==> config.mk <==
export PLATFORM = sky130hd
export DESIGN_NAME = seq_bram_arbiter
export DESIGN_NICKNAME = d
export VERILOG_FILES = /design/src/rtl/seq_bram_arbiter.sv
export SDC_FILE = /design/constraint.sdc
export NUM_CORES = 1
export LEC_CHECK = 0
export ABC_AREA = 1
export BUFFER_PORTS_ARGS = -buffer_cell sky130_fd_sc_hd__clkbuf_2
export CELL_PAD_IN_SITES_DETAIL_PLACEMENT = 1
export CELL_PAD_IN_SITES_GLOBAL_PLACEMENT = 1
export CORE_MARGIN = 2
export CORE_UTILIZATION = 30
export CTS_CLUSTER_DIAMETER = 200
export DETAILED_ROUTE_END_ITERATION = 16
export PLACE_DENSITY_LB_ADDON = 0.08
export SYNTH_ARGS = -nofsm -noshare
export SYNTH_HDL_FRONTEND = slang
export SYNTH_SLANG_ARGS = --single-unit
==> constraint.sdc <==
create_clock -name S_AXI_ACLK -period 1.97 [get_ports S_AXI_ACLK]
set_input_delay 0.0985 -clock S_AXI_ACLK [delete_from_list [all_inputs] [get_ports S_AXI_ACLK]]
set_output_delay 0.0985 -clock S_AXI_ACLK [all_outputs]
set_load 0.02 [all_outputs]
==> src/rtl/seq_bram_arbiter.sv <==
// Arbitrates the single-port sequence BRAM between the micro_sequencer fetch port and
// the host load/readback port, returning read data to its owner through a tag pipeline.
module seq_bram_arbiter #(
    parameter int BRAM_DATA_WIDTH = 64,
    parameter int BRAM_ADDR_WIDTH = 13,
    parameter int READ_LATENCY    = 2,
    parameter int HOST_MAX_WAIT   = 8
) (
    input  logic                       S_AXI_ACLK,
    input  logic                       S_AXI_ARESETN,
    input  logic                       seq_running,
    input  logic                       seq_req,
    input  logic [BRAM_ADDR_WIDTH-1:0] seq_addr,
    output logic                       seq_gnt,
    output logic                       seq_rdvalid,
    output logic [BRAM_DATA_WIDTH-1:0] seq_rddata,
    input  logic                       host_req,
    input  logic                       host_we,
    input  logic [BRAM_ADDR_WIDTH-1:0] host_addr,
    input  logic [BRAM_DATA_WIDTH-1:0] host_wrdata,
    output logic                       host_gnt,
    output logic                       host_rdvalid,
    output logic [BRAM_DATA_WIDTH-1:0] host_rddata,
    output logic                       bram_en,
    output logic                       bram_we,
    output logic [BRAM_ADDR_WIDTH-1:0] bram_addr,
    output logic [BRAM_DATA_WIDTH-1:0] bram_wrdata,
    input  logic [BRAM_DATA_WIDTH-1:0] bram_rddata,
    output logic [7:0]                 host_wait_max
);

    localparam logic [7:0] MAX_WAIT = 8'(HOST_MAX_WAIT);

    // Handshake: a requester raises *_req with stable fields and holds it until it sees
    // *_gnt high in the same cycle; req&gnt at a rising edge is the single transfer point.
    logic [7:0]            wait_cnt;
    logic [READ_LATENCY:0] tag_vld;
    logic [READ_LATENCY:0] tag_host;
    logic                  issue_rd;

    always_comb begin
        host_gnt = S_AXI_ARESETN & host_req &
                   (!seq_req | !seq_running | (wait_cnt >= MAX_WAIT));
        seq_gnt  = S_AXI_ARESETN & seq_req & !host_gnt;
        issue_rd = seq_gnt | (host_gnt & !host_we);
    end

    always_ff @(posedge S_AXI_ACLK) begin
        if (!S_AXI_ARESETN) begin
            bram_en     <= 1'b0;
            bram_we     <= 1'b0;
            bram_addr   <= '0;
            bram_wrdata <= '0;
        end else begin
            bram_en <= seq_gnt | host_gnt;
            bram_we <= host_gnt & host_we;
            if (host_gnt) begin
                bram_addr   <= host_addr;
                bram_wrdata <= host_wrdata;
            end else if (seq_gnt) begin
                bram_addr   <= seq_addr;
            end
        end
    end

    // Stage k of the tag pipe lines up with the BRAM access k+1 cycles after the grant.
    always_ff @(posedge S_AXI_ACLK) begin
        if (!S_AXI_ARESETN) begin
            tag_vld  <= '0;
            tag_host <= '0;
        end else begin
            tag_vld  <= {tag_vld[READ_LATENCY-1:0], issue_rd};
            tag_host <= {tag_host[READ_LATENCY-1:0], host_gnt};
        end
    end

    always_ff @(posedge S_AXI_ACLK) begin
        if (!S_AXI_ARESETN) begin
            seq_rdvalid  <= 1'b0;
            host_rdvalid <= 1'b0;
            seq_rddata   <= '0;
            host_rddata  <= '0;
        end else begin
            seq_rdvalid  <= tag_vld[READ_LATENCY] & !tag_host[READ_LATENCY];
            host_rdvalid <= tag_vld[READ_LATENCY] & tag_host[READ_LATENCY];
            if (tag_vld[READ_LATENCY] & !tag_host[READ_LATENCY]) begin
                seq_rddata <= bram_rddata;
            end
            if (tag_vld[READ_LATENCY] & tag_host[READ_LATENCY]) begin
                host_rddata <= bram_rddata;
            end
        end
    end

    // Starvation tracking: counts consecutive refused host cycles, saturating at 255.
    always_ff @(posedge S_AXI_ACLK) begin
        if (!S_AXI_ARESETN) begin
            wait_cnt      <= '0;
            host_wait_max <= '0;
        end else begin
            if (host_req & !host_gnt) begin
                wait_cnt <= (wait_cnt == 8'hff) ? wait_cnt : wait_cnt + 8'd1;
            end else begin
                wait_cnt <= '0;
            end
            if (wait_cnt > host_wait_max) begin
                host_wait_max <= wait_cnt;
            end
        end
    end

endmodule

# After elaboration in Yosys (flattened, before gate mapping)
# Cells that the tools add are included.
[word_totals]
elab_cells = 38
latchBits = 0
n_memories = 0
mem_bits_rw = 0
mem_bits_ro = 0
ff_bits = 231
out_inout_bits = 219
in_bits = 160
[op_classes]
mux = 2
n_addsub = 1
div = 0
eq_ne = 1
shifts = 0
reduce_logical = 7
multipliers = 0
magnitude_cmp = 2
bitwise_logic = 13
[ops]
columns = ["op", "n"]
rows = [
  ["$mux W13", 2],
  ["$and A1 B1 Y1", 9],
  ["$add A8 B1 Y8 const B", 1],
  ["$eq A8 B8 Y1 const B", 1],
  ["$ge A8 B4 Y1 const B", 1],
  ["$gt A8 B8 Y1", 1],
  ["$logic_not A1 Y1", 5],
  ["$or A1 B1 Y1", 4],
  ["$reduce_and A2 Y1", 1],
  ["$reduce_bool A2 Y1", 1],
]

# Logic depth before layout (Yosys ltp)
[depth]
ltp_word = 8
ltp_mapped = 13
depth_no_buf = 12

# Worst setup path before layout
# No wires, ideal clock.
[synth_timing]
kind = "register to register"
from = "register host_wait_max[7]"
to = "register host_wait_max[0]"
path_slack_ns = 0.279
stages_incl_launch_ff = 9
t_required_ns = 1.855
arrival_time_ns = 1.576
setup_ns = 0.115
path_cell_list = "dfxtp_1 -> inv_1 -> ha_1 -> nand2_1 -> nor2_1 -> nand4_1 -> buf_2 -> a21oi_1 -> nor2_1"
[synth_via]
elab_chain_len = 1
[synth_rtl]
columns = ["element", "line", "source"]
rows = [
  ["from (decl)", "29", "output logic [7:0] host_wait_max"],
  ["from (signal assigned)", "107", "host_wait_max <= wait_cnt;"],
  ["$gt A8 B8 Y1", "106", "if (wait_cnt > host_wait_max) begin"],
]
# Every way passes these cells.
# A chain may end at the register's enable or synchronous reset.

# Worst setup path after layout
[layout_timing]
from = "register wait_cnt[6]"
to = "output port seq_gnt"
[layout_via]
elab_chain_len = 5
[layout_rtl]
columns = ["element", "line", "source"]
rows = [
  ["from (decl)", "36", "logic [7:0] wait_cnt;"],
  ["from (signal assigned)", "102", "wait_cnt <= (wait_cnt == 8'hff) ? wait_cnt : wait_cnt + 8'd1;"],
  ["$ge A8 B4 Y1", "43", "(!seq_req | !seq_running | (wait_cnt >= MAX_WAIT));"],
  ["$or A1 B1 Y1", "43", ""],
  ["$and A1 B1 Y1", "42", "host_gnt = S_AXI_ARESETN & host_req &"],
  ["$logic_not A1 Y1", "44", "seq_gnt = S_AXI_ARESETN & seq_req & !host_gnt;"],
  ["$and A1 B1 Y1", "44", ""],
  ["to (decl)", "14", "output logic seq_gnt,"],
]
# Every way passes these cells.

==> PnR_summary.wiki <==
{| class="wikitable"
! Metric !! Value
|-
| Status || completed
|-
| Area growth syn-to-layout || 56.8%
|-
| Ratio of routed vias to standard cells || 4.53
|-
| Sequential share of the synthesized area || 55.3%
|-
| DRT Pass-1 Iters || 5
|-
| Library cell contributing the largest single delay on the critical path || sky130_fd_sc_hd__dfxtp_1
|-
| Critical Path End Type || output port
|-
| Floorplan die area || between 20000 and 30000 um^2
|-
| Initial antenna violation count || 1
|-
| Overall Global Routing Usage || between 20% and 30%
|-
| Fin crit period || 1880 ps
|-
| Hold_sp || host_req
|-
| Setup repair after global routing missed its margin || yes
|-
| Largest fanout on the critical path || 20
|-
| Number of global-route vias before repair || 9241
|-
| End point of the worst hold path || wait_cnt[2]
|-
| Depth of the worst hold-timing path || 5
|-
| Count of state elements after synthesis || 231
|-
| Wire length of the first global-routing pass || 49000 um
|-
| H-tree levels || 1
|-
| Fraction of final layout cells sized beyond drive strength 1 || 27.8%
|-
| Headroom to the max-slew limit || a little over a third
|-
| Clock tree from TritonCTS || done
|-
| Initial DRC count || 354
|-
| Area of the mapped netlist || 8370 um^2
|-
| Kind of launch point of the worst setup path || register
|-
| Average wire per standard cell || approximately 16 um
|-
| Endpoint of the most critical register-to-register path || host_wait_max[6]
|-
| Standard-cell rows || 61
|-
| Placeable core region || 27600 um^2
|-
| Floorplan die width || ~170 um
|-
| Final nets || approximately 1800
|-
| Total vias in the final route || 9033
|-
| Count of input and output buffers || 378
|-
| Final setup violation count || 0
|-
| Switching share of power || 26.6%
|-
| Number of maximum-capacitance constraint violations || 0
|-
| Number of slew-limit violations in the final report || 0
|-
| Post-route clock skew || approximately 11 ps
|-
| Wire length after detailed routing || 32300 um
|-
| Buffer cell driving the clock tree root || sky130_fd_sc_hd__clkbuf_16
|-
| Die span in y || ~170 um
|-
| Clock network power share || between 40 and 50%
|-
| Warning count from the yosys run || 0
|-
| Leading cell type in the layout, fill and taps excluded || sky130_fd_sc_hd__clkbuf_2
|-
| Final number of hold-violating endpoints || 0
|-
| Share of the cycle needed by the critical path after routing || 95.6%
|-
| Critical path arrival || 1790 ps
|-
| Post-synthesis average cell area || between 7 and 8 um^2
|-
| Worst path cell trace || nor2_2, nand4_2, nand2_4, buf_16, nand2_2, inv_1, clkbuf_2
|-
| Leakage Power || 0.00661 uW
|-
| Fraction of power consumed by combinational cells || 15.1%
|-
| Post-Route Utilization || 47.5%
|-
| Type of the worst setup path || reg2out
|-
| Post-Synthesis Cells || 1086
|-
| Starting density of the core || 30.3%
|-
| Cell count of the worst reg-to-reg path || 9
|-
| Power density normalized to cell area || 906 nW/um^2
|-
| Clk pin slew, worst setup/hold paths || 60 ps
|-
| Sinks on Clock Net || around 230
|-
| Flop pwr share || 42.5%
|-
| Post-Place Setup Slack || 151 ps
|-
| Top library cells by usage in the layout, fill and taps aside || sky130_fd_sc_hd__clkbuf_2, sky130_fd_sc_hd__nor2_1, sky130_fd_sc_hd__dfxtp_1
|-
| Placer Congestion || 0.783
|-
| Worst-case vdd ir drop || 0.477 mV
|-
| Num CTS Buffers || 27
|-
| Final critical-path setup slack || 86.0 ps
|-
| Number of buffers on the longest clock path || 3
|-
| Worst reg-to-reg setup slack || 310 ps
|-
| Power spent charging and discharging nets || 3170 uW
|-
| Cell internal power dissipation || 8720 uW
|-
| Placed wire-length estimate after detailed placement || 20500 um
|-
| GRT Residual Overflow || 0
|-
| Drc violations || 0
|-
| Worst Path Required || 1870 ps
|-
| Path category of the worst min-delay check || in2reg
|-
| Largest net degree at the start of global routing || 133
|-
| Number of top-level pins || 379
|-
| Count of unique library cells instantiated by Yosys || 23
|-
| Highest clock rate || 531 MHz
|-
| Number of antenna-violating nets in the routed design || 0
|-
| Startpoint of the worst-slack reg-to-reg timing path || host_wait_max[5]
|-
| Max stage delay on crit path || 360 ps
|-
| Worst-Margin Slew || 972 ps
|-
| Worst-Skew Late Latency || 520 ps
|}
==> worst max-delay path, delay by kind of cell (launching register included) <==
kind	cells	cell delay, ps
flops	1	360
buf+inv	3	420
simple gates	4	490
==> how the worst max path moves through the flow <==
stage | start | to | slack, ps | depth (start not counted)
detailed placement | host_wait_max[5] | host_wait_max[6] | 150 | 9
finish | wait_cnt[6] | seq_gnt | 90 | 7
floorplan | host_wait_max[7] | host_wait_max[0] | 280 | 8
global placement | host_wait_max[7] | host_wait_max[2] | 250 | 9
global route | wait_cnt[4] | seq_gnt | -10 | 7
CTS | wait_cnt[3] | seq_gnt | -80 | 7
==> Yosys cell counts, drive strengths merged <==
cell	instances	area, um^2
a21o	1	7.51
conb	1	3.75
o31ai	1	7.51
dfxtp	231	4620
inv	50	188
buf	28	210
nand4	4	31.3
ha	10	125
nand2	181	682
clkbuf	44	165
nor2	285	1070
a31oi	1	6.26
a21oi	13	65.1
nand3	105	526
o21ai	130	651
nor3	1	5.00
==> area by class of cell <==
type / count / area, um^2
fillers: 3443 / 14500
flip-flops and latches: 231 / 4620
repair buffers: 552 / 3720
multi-input cells: 736 / 3220
clock buffers: 41 / 808
well taps: 378 / 473
inverters: 50 / 190
clock inverters: 6 / 83.8
diodes: 1 / 2.50
==> what timing repair did <==
action,CTS,global route
pin swaps,0,1
hold buffers,155,0
gates cloned,1,1
resized for setup,3,5
endpoints found under the setup margin,2,10
endpoints found under the hold margin,207,0
setup buffers,0,1
==> registers in the layout (all words and copies together), names as in the netlist <==
signal and flops:
seq_rddata 64, bram_wrdata 64, tag_host 3, bram_en 1, bram_we 1, wait_cnt 8
host_wait_max 8, host_rdvalid 1, bram_addr 13, tag_vld 3, host_rddata 64, seq_rdvalid 1
==> through the flow <==
| step | hold WS [ps] | total power [uW] | cell area, um^2 | cells | TNS [ps] |
|---|---|---|---|---|---|
| 2_1_floorplan | 209 | 6040 | 8380 | 1089 | 0 |
| 3_3_place_gp | 293 | 6640 | 10600 | 1789 | 0 |
| 3_5_place_dp | 300 | 6670 | 10600 | 1789 | 0 |
| 4_1_cts | 11.2 | 12000 | 13100 | 1992 | -84.5 |
| 5_1_grt | 41.5 | 12400 | 13100 | 1995 | -12.3 |
| 6_report | 23.1 | 11900 | 13100 | 1995 | 0 |
==> kinds of logic after synthesis <==
family          Yosys count  synth area share [%]
compound gates          146                  8.81
fa+ha+maj                10                  1.50
buf+inv                 122                  6.73
flops                   231                  55.3
other cells               1                0.0448
simple gates            576                  27.7
==> power by group through the flow <==
stage / Sequential, uW / Combinational [uW] / Clock, uW
4_1_cts: 5050 / 1790 / 5180
6_report: 5050 / 1790 / 5040
3_3_place_gp: 5140 / 1500 / 0
5_1_grt: 5090 / 1990 / 5340
3_5_place_dp: 5150 / 1520 / 0
2_1_floorplan: 5420 / 617 / 0
==> per-layer routing <==
layer	GRT usage, %	routed length, um
met1	24.4	13100
met2	37.9	15800
met3	4.86	2310
met4	7.37	1030
met5	0	0
Power figures use the tool's default switching activity.
